===== config.mk =====
export PLATFORM = sky130hd
export DESIGN_NAME = regfile_sb
export DESIGN_NICKNAME = d
export VERILOG_FILES = /design/src/rtl/regfile_sb.sv
export SDC_FILE = /design/constraint.sdc
export NUM_CORES = 2
export LEC_CHECK = 0
export ABC_CLOCK_PERIOD_IN_PS = 47300
export CAP_MARGIN = 30
export CELL_PAD_IN_SITES_DETAIL_PLACEMENT = 0
export CELL_PAD_IN_SITES_GLOBAL_PLACEMENT = 2
export CORE_MARGIN = 2
export CORE_UTILIZATION = 40
export DETAILED_ROUTE_END_ITERATION = 8
export PLACE_DENSITY_LB_ADDON = 0.15
export RECOVER_POWER = 50
export SLEW_MARGIN = 20
export SYNTH_ARGS = -nofsm -noshare
export SYNTH_HDL_FRONTEND = slang
export SYNTH_SLANG_ARGS = --single-unit

===== constraint.sdc =====
create_clock -name clk -period 47.3 [get_ports clk]
set_clock_uncertainty 0.05 [all_clocks]
set_input_delay 7.095 -clock clk [delete_from_list [all_inputs] [get_ports clk]]
set_output_delay 7.095 -clock clk [all_outputs]
set_load 0.01 [all_outputs]

===== src/rtl/regfile_sb.sv =====
// Multi-port register file with a hardwired-zero r0, write-through bypass and
// per-register busy bits that let issue logic stall on long-latency RAW hazards.
module regfile_sb #(
  parameter int XLEN     = 32,
  parameter int NREGS    = 32,
  parameter int NRD      = 3,
  parameter int NWR      = 2,
  parameter int ZERO_REG = 1,
  parameter int BYPASS   = 1,
  localparam int AW      = (NREGS > 1) ? $clog2(NREGS) : 1
) (
  input  logic                clk,
  input  logic                rst,
  input  logic [NRD*AW-1:0]   rd_addr,
  output logic [NRD*XLEN-1:0] rd_data,
  output logic [NRD-1:0]      rd_busy,
  input  logic [NWR-1:0]      wr_en,
  input  logic [NWR*AW-1:0]   wr_addr,
  input  logic [NWR*XLEN-1:0] wr_data,
  input  logic                claim_en,
  input  logic [AW-1:0]       claim_addr,
  output logic [NREGS-1:0]    busy_vec,
  output logic                wr_conflict
);

  logic [XLEN-1:0]  mem_p1 [NREGS];
  logic [NREGS-1:0] busy_p1;
  logic [NREGS-1:0] busy_nxt;
  logic             conflict_nxt;
  logic             claim_ok;

  logic [AW-1:0]    ra [NRD];
  logic [AW-1:0]    wa [NWR];
  logic [XLEN-1:0]  wd [NWR];
  logic             wv [NWR];

  function automatic logic in_range(input logic [AW-1:0] a);
    return (int'(a) < NREGS);
  endfunction

  // Address 0 is never stored, claimed or flagged when it is the zero register.
  function automatic logic writable(input logic [AW-1:0] a);
    return in_range(a) && !((ZERO_REG != 0) && (a == '0));
  endfunction

  for (genvar k = 0; k < NRD; k++) begin : g_rd_unpack
    assign ra[k] = rd_addr[k*AW +: AW];
  end

  for (genvar j = 0; j < NWR; j++) begin : g_wr_unpack
    assign wa[j] = wr_addr[j*AW +: AW];
    assign wd[j] = wr_data[j*XLEN +: XLEN];
    assign wv[j] = wr_en[j] && writable(wr_addr[j*AW +: AW]);
  end

  assign claim_ok = claim_en && writable(claim_addr);
  assign busy_vec = busy_p1;

  always_comb begin
    conflict_nxt = 1'b0;
    for (int i = 0; i < NWR; i++) begin
      for (int j = i + 1; j < NWR; j++) begin
        if (wv[i] && wv[j] && (wa[i] == wa[j])) conflict_nxt = 1'b1;
      end
    end
  end

  // Retiring writes clear busy first so a same-cycle claim re-marks the register.
  always_comb begin
    busy_nxt = busy_p1;
    for (int j = 0; j < NWR; j++) begin
      if (wv[j]) busy_nxt[wa[j]] = 1'b0;
    end
    if (claim_ok) busy_nxt[claim_addr] = 1'b1;
  end

  // stage p1: architectural state
  always_ff @(posedge clk or posedge rst) begin
    if (rst) begin
      for (int i = 0; i < NREGS; i++) mem_p1[i] <= '0;
      busy_p1     <= '0;
      wr_conflict <= 1'b0;
    end else begin
      for (int j = 0; j < NWR; j++) begin
        if (wv[j]) mem_p1[wa[j]] <= wd[j];
      end
      busy_p1     <= busy_nxt;
      wr_conflict <= conflict_nxt;
    end
  end

  // Read ports: ascending port scan makes the highest-index writer win.
  always_comb begin
    rd_data = '0;
    rd_busy = '0;
    for (int k = 0; k < NRD; k++) begin
      if (in_range(ra[k])) begin
        rd_data[k*XLEN +: XLEN] = mem_p1[ra[k]];
        rd_busy[k]              = busy_p1[ra[k]];
      end
      if (BYPASS != 0) begin
        for (int j = 0; j < NWR; j++) begin
          if (wv[j] && (wa[j] == ra[k])) begin
            rd_data[k*XLEN +: XLEN] = wd[j];
            if (!(claim_ok && (claim_addr == ra[k]))) rd_busy[k] = 1'b0;
          end
        end
      end
      if ((ZERO_REG != 0) && (ra[k] == '0)) begin
        rd_data[k*XLEN +: XLEN] = '0;
        rd_busy[k]              = 1'b0;
      end
    end
  end

endmodule


* Word-level counts from Yosys, hierarchy flattened
Cells that the tools add are included.
Storage, ports and cells: bits of input ports 99, output and inout port bits 132, bits in registers 1057
Cells by class: equality and inequality tests 10, magnitude comparators 16, multiplexer cells 57, reduce and logical (&&, ||, !) cells 28, bitwise gates (word level) 10
Operators by type and width (count):
- bitwise mux 1024 bit | 2
- 2-to-1 mux 1024 bit | 2
- 2-to-1 mux 32 bit | 20
- binary-select mux 32 bit (select 5 bit) | 3
- demux 32 bit (select 5 bit) | 2
- AND 32 bit | 2
- NOT 32 bit | 2
- == test 5 bit | 10
- less-than comparator 5 x 6 -> 1 bit, second input constant | 6
- bitwise OR 32 bit | 1
- >= comparator 6 bit, second input constant | 5
- zero test 5 bit | 6
- NOT 5 -> 6 bit | 5
- 2-to-1 mux 1 bit | 22
- logical AND 1 bit | 19
- binary-select mux 1 bit (select 5 bit) | 3
- demux 1 bit (select 5 bit) | 3
- >= comparator 5 x 1 -> 1 bit, second input constant | 3
- less-than comparator 6 x 1 -> 1 bit, second input constant | 2
- zero test 1 bit | 3

* Depth between registers and ports, before layout
depth after elaboration 11, mapped depth 11, mapped depth without buffers 6

* Least setup slack after synthesis
No wires, ideal clock.
path type in2out, start point input port rd_addr[11], end point output port rd_busy[2], data required time 40.155 ns, stages 8, arrival time 8.967 ns, setup slack 31.188 ns, path through buf_2 -> buf_6 -> buf_4 -> buf_2 -> buf_2 -> xnor2_1 -> nand4_1 -> a2111oi_0
Between the ends: word-level cells in the longest chain between the ends 7, elaborated cells on any way between the ends 14, those cells by class 3 x eq/ne; 7 x mux; 4 x reduce/logical
Ends and longest elaborated chain:
- start: declaration | line 14 | input logic [NRD*AW-1:0] rd_addr,
- binary-select mux 1 bit (select 5 bit) or == test 5 bit (tied branches) | line 99, 105
- 2-to-1 mux 1 bit (not written as such) or logical AND 1 bit (tied branches) | line 99, 105
- 2-to-1 mux 1 bit | line 105 | if (!(claim_ok && (claim_addr == ra[k]))) rd_busy[k] = 1'b0;
- 2-to-1 mux 1 bit | line 103 | if (wv[j] && (wa[j] == ra[k])) begin
- 2-to-1 mux 1 bit | line 105
- 2-to-1 mux 1 bit | line 103
- 2-to-1 mux 1 bit (*) | line 109 | if ((ZERO_REG != 0) && (ra[k] == '0)) begin
- end: declaration | line 16 | output logic [NRD-1:0] rd_busy,
Every way passes the cells marked *; elsewhere a longest branch is shown, timed or not. The select of a mux whose other input is x is not followed.

* Worst setup path after layout
start point input port wr_addr[3], end point output port rd_data[91]
Between the ends: word-level cells in the longest chain between the ends 7, elaborated cells on any way between the ends 8, those cells by class 1 x eq/ne; 3 x mux; 4 x reduce/logical
Ends and longest elaborated chain:
- start: declaration | line 18 | input logic [NWR*AW-1:0] wr_addr,
- zero test 5 bit | line 43 | return in_range(a) && !((ZERO_REG != 0) && (a == '0));
- zero test 1 bit | line 43
- logical AND 1 bit | line 53 | assign wv[j] = wr_en[j] && writable(wr_addr[j*AW +: AW]);
- logical AND 1 bit (*) | line 103
- 2-to-1 mux 32 bit (*) (2 in series) | line 103
- 2-to-1 mux 32 bit (*) | line 109
- end: declaration | line 15 | output logic [NRD*XLEN-1:0] rd_data,
Every way passes the cells marked *; elsewhere a longest branch is shown, timed or not.

==> results.md <==
- Result of the run: finished, violations left
- Violated checks: capacitance limit, slew limit
- CTS tree: yes
- Largest stage delay on the critical path: roughly 2.3 ns
- Io pins: ~230
- Most frequent cell on the critical path: clkbuf_1
- Internal power: around 2400 uW
- Rel. slew slack: -435%
- 1st-pass router iterations: 7
- Clock power frac: a little under a third
- Mapped Area: approximately 76000 sq um
- Worst EP arrival: 16.37 ns
- Largest net degree at the start of global routing: 141
- Cts hold-fix bufs: 0
- Port Buffer Count: 230
- Clock sinks: roughly 1100
- Cell area after layout: roughly 85000 sq um
- Fin cells: between 9000 and 10000
- Post-synth top cells: dfrtp_1, mux2i_1, a21oi_1
- Post-route ant nets: 0
- CTS Root Cell: clkbuf_16
- Final Max Tran Viols: approximately 1500
- Area of the core: 190000 sq um
- Most frequent cell after synthesis: dfrtp_1
- Comb power frac: 31.4%
- Final Power: between 3000 and 4000 uW
- Area delta synth->final: 11.1%
- Cell variety after synth: 67
- Routed via count: about 66000
- Lkg Pwr: 0.0346 uW
- DRT iter0 DRCs: 9846
- Crit path buffers/inverters: 4
- Die width: 441 microns
- Clk buf depth: 3
- Synth top area share: roughly a third
- Final Cycle Share: between 40% and 50%
- Yosys reg bits: between 1000 and 1500
- Fmax: about 43 MHz
- Synth area leader: dfrtp_1
- Startpoint Class: input pin
- Share of layout cells above drive strength 1: about a fifth
- Final hold violation count: 0
- Crit-path slowest cell: clkbuf_1
- FILL cells: about 18000
- Deepest level of the CTS H-tree: 4
- Post-CTS sizing: 0
- CP Max Fanout: 46
- Synth Instances: ~7200
- Sequential fraction of the synthesis area: around a third
- Async S/R FF share, synth: 100%
- GRT Util Overall: 40.5%
- Crit path max-delay family: buffers and inverters
- Clock buffer count from CTS: 135
- WL final: a little under 400000 microns
- Ys flop type: dfrtp_1
- CP Data Required Time: around 40 ns
- First-pass GRT wire length: 543000 microns
- Setup tns final: 0 ns
- Hold Crit Class: reg2reg
- Dpl hpwl: around 240000 microns
- Crit path time final: 23.52 ns
- Setup slack, reg-to-reg: around 46 ns
- Worst VDD drop: 0.0299 mV
- Multi-input logic area: 46000 sq um
- Switching Share: between 30 and 40%
- Final setup viols: 0
- Worst-margin pin slew: approximately 8 ns
- Post-Syn Area per Cell: approximately 11 sq um
- Ys Warns: 0
- Nets@finish: between 6000 and 7000
- Drt wl/cell: approximately 42 microns
- Power per cell area: between 40 and 50 nW/um^2
- Post-synth EDFFs: 0
- Cell Chain, Critical Path: dlygate4sd3_1 > clkbuf_1 > or3_1 > o31a_1 > clkbuf_1 > nand3_1 > nand2_1 > a311oi_1 > nor3_1 > clkdlybuf4s50_1
- Dpl cells: ~9000
- Worst-Skew Late Latency: approximately 0.81 ns
- Post-DP Area: ~81000 sq um
- Max cap viols: 45
- Synthesized net count: ~7300
- Seq pwr share: 38.4%
- RSZ-0062 raised after global routing: false
- Top cells by area, synth: dfrtp_1, mux4_2, mux2i_1, a21oi_1, nor2_1
- Post-route DRC: 0
- Number of global-route vias before repair: ~62000
- Initial core utilization: around two fifths
- Die area: slightly below 200000 sq um
- # rows: 160
- Initial antenna violation count: 23
- GR Overflow Total: 0
- DR vias/cell: slightly below 7
- Crit path capture type: output port
- Post-CTS Setup Bufs: 0
- Kind of critical path: in2out
- Reg area: 26500 sq um
- RePlAce Congestion: between 0.9 and 1
- NetSw: roughly 1300 uW
- Reg clk slew, reported paths: 0.06 ns
- Die Y: between 400 and 500 microns
[through the flow]
stage	hold WS, ns	setup WS [ns]	util, %
final	0.367	23.78	44.7
after global routing	0.386	24.24	44.7
after CTS	0.368	27.59	44.8
after detailed placement	0.354	27.61	42.4
after global placement	0.346	27.38	42.1
after floorplan	0.408	10.40	-
[worst paths after layout]
path                         startpoint      endpoint  depth (start not counted)
setup / recovery             wr_addr[3]   rd_data[91]                         10
hold / removal             mem_p1[1014]  mem_p1[1014]                          0
setup reg to reg            mem_p1[801]   mem_p1[801]                          2
hold reg to reg            mem_p1[1014]  mem_p1[1014]                          0
max in group asynchronous           rst   mem_p1[906]                          7
min in group asynchronous           rst   mem_p1[319]                          2
[power by group through the flow]
stage / clock, uW / sequential, uW / combinational (uW)
final: 1100 / 1400 / 1150
after CTS: 1110 / 1390 / 1130
after global routing: 1140 / 1430 / 1210
after floorplan: 0 / 1310 / 794
after global placement: 0 / 1390 / 1110
after detailed placement: 0 / 1400 / 1120
[worst reg2reg max path, delay by kind of cell, from the launching register on]
kind	cells	cell delay, ns
flip-flops	1	0.42
AO/OA/AOI/OAI	2	0.29
[area by class of cell]
cell class                      instances  share of cell area (%)
Sequential cell                      1057                    31.2
Antenna cell                           17                  0.0501
Clock inverter                         33                   0.476
Multi-Input combinational cell       5162                    54.2
Inverter                                9                  0.0442
Timing Repair Buffer                  509                    5.46
Clock buffer                          203                    4.86
Tap cell                             2511                    3.70
[cell usage in the layout, fill, tap and decap left out, types with 11 or more instances in the layout]
cell type / netlist / final
dlygate4sd3_1: 0 / 41
a22oi_1: 73 / 73
mux2i_1: 1035 / 1035
nand2_1: 546 / 520
nor4_1: 14 / 11
clkbuf_8: 0 / 33
a211oi_1: 37 / 36
clkinv_2: 0 / 21
nor2_4: 0 / 11
nor3_1: 39 / 36
o21ai_0: 333 / 332
buf_4: 59 / 218
dfrtp_1: 1057 / 1057
xnor2_1: 26 / 26
nor2b_1: 42 / 39
diode_2: 0 / 17
mux2_2: 54 / 54
clkbuf_1: 528 / 62
o221a_1: 20 / 20
a21oi_1: 791 / 791
nand2_4: 0 / 20
xor2_1: 24 / 24
a32oi_1: 170 / 170
clkbuf_16: 0 / 143
nand3_1: 109 / 106
a221oi_1: 25 / 25
a32o_1: 20 / 20
nand2b_1: 18 / 18
buf_12: 0 / 11
o211ai_1: 46 / 46
o22ai_1: 28 / 28
mux4_2: 790 / 790
clkdlybuf4s50_1: 0 / 173
o221a_2: 20 / 20
nor2_1: 790 / 779
[routing by layer]
layer  share of wire [%]  wire, microns  GRT usage, %  vias to the layer above
li1                    -              -             -                    26400
met1                  38         152000          53.0                    33700
met2                  43         171000          59.0                     4725
met3                  11          45400          12.1                     1185
met4                 7.3          29200          24.7                       14
met5               0.024             95             0                        -
[state kept, by name, indices dropped and copies added (netlist names)]
register     flops
wr_conflict      1
busy_vec        32
mem_p1        1024
[logic make-up after synthesis]
group	synth area share, %
DFF	34.6
AOI/OAI and AO/OA	12.8
muxes	37.6
and+or+nand+nor	8.76
buffers and inverters	5.65
xor gates and xnor gates	0.573
No activity file was read; power rests on OpenSTA's default activity.
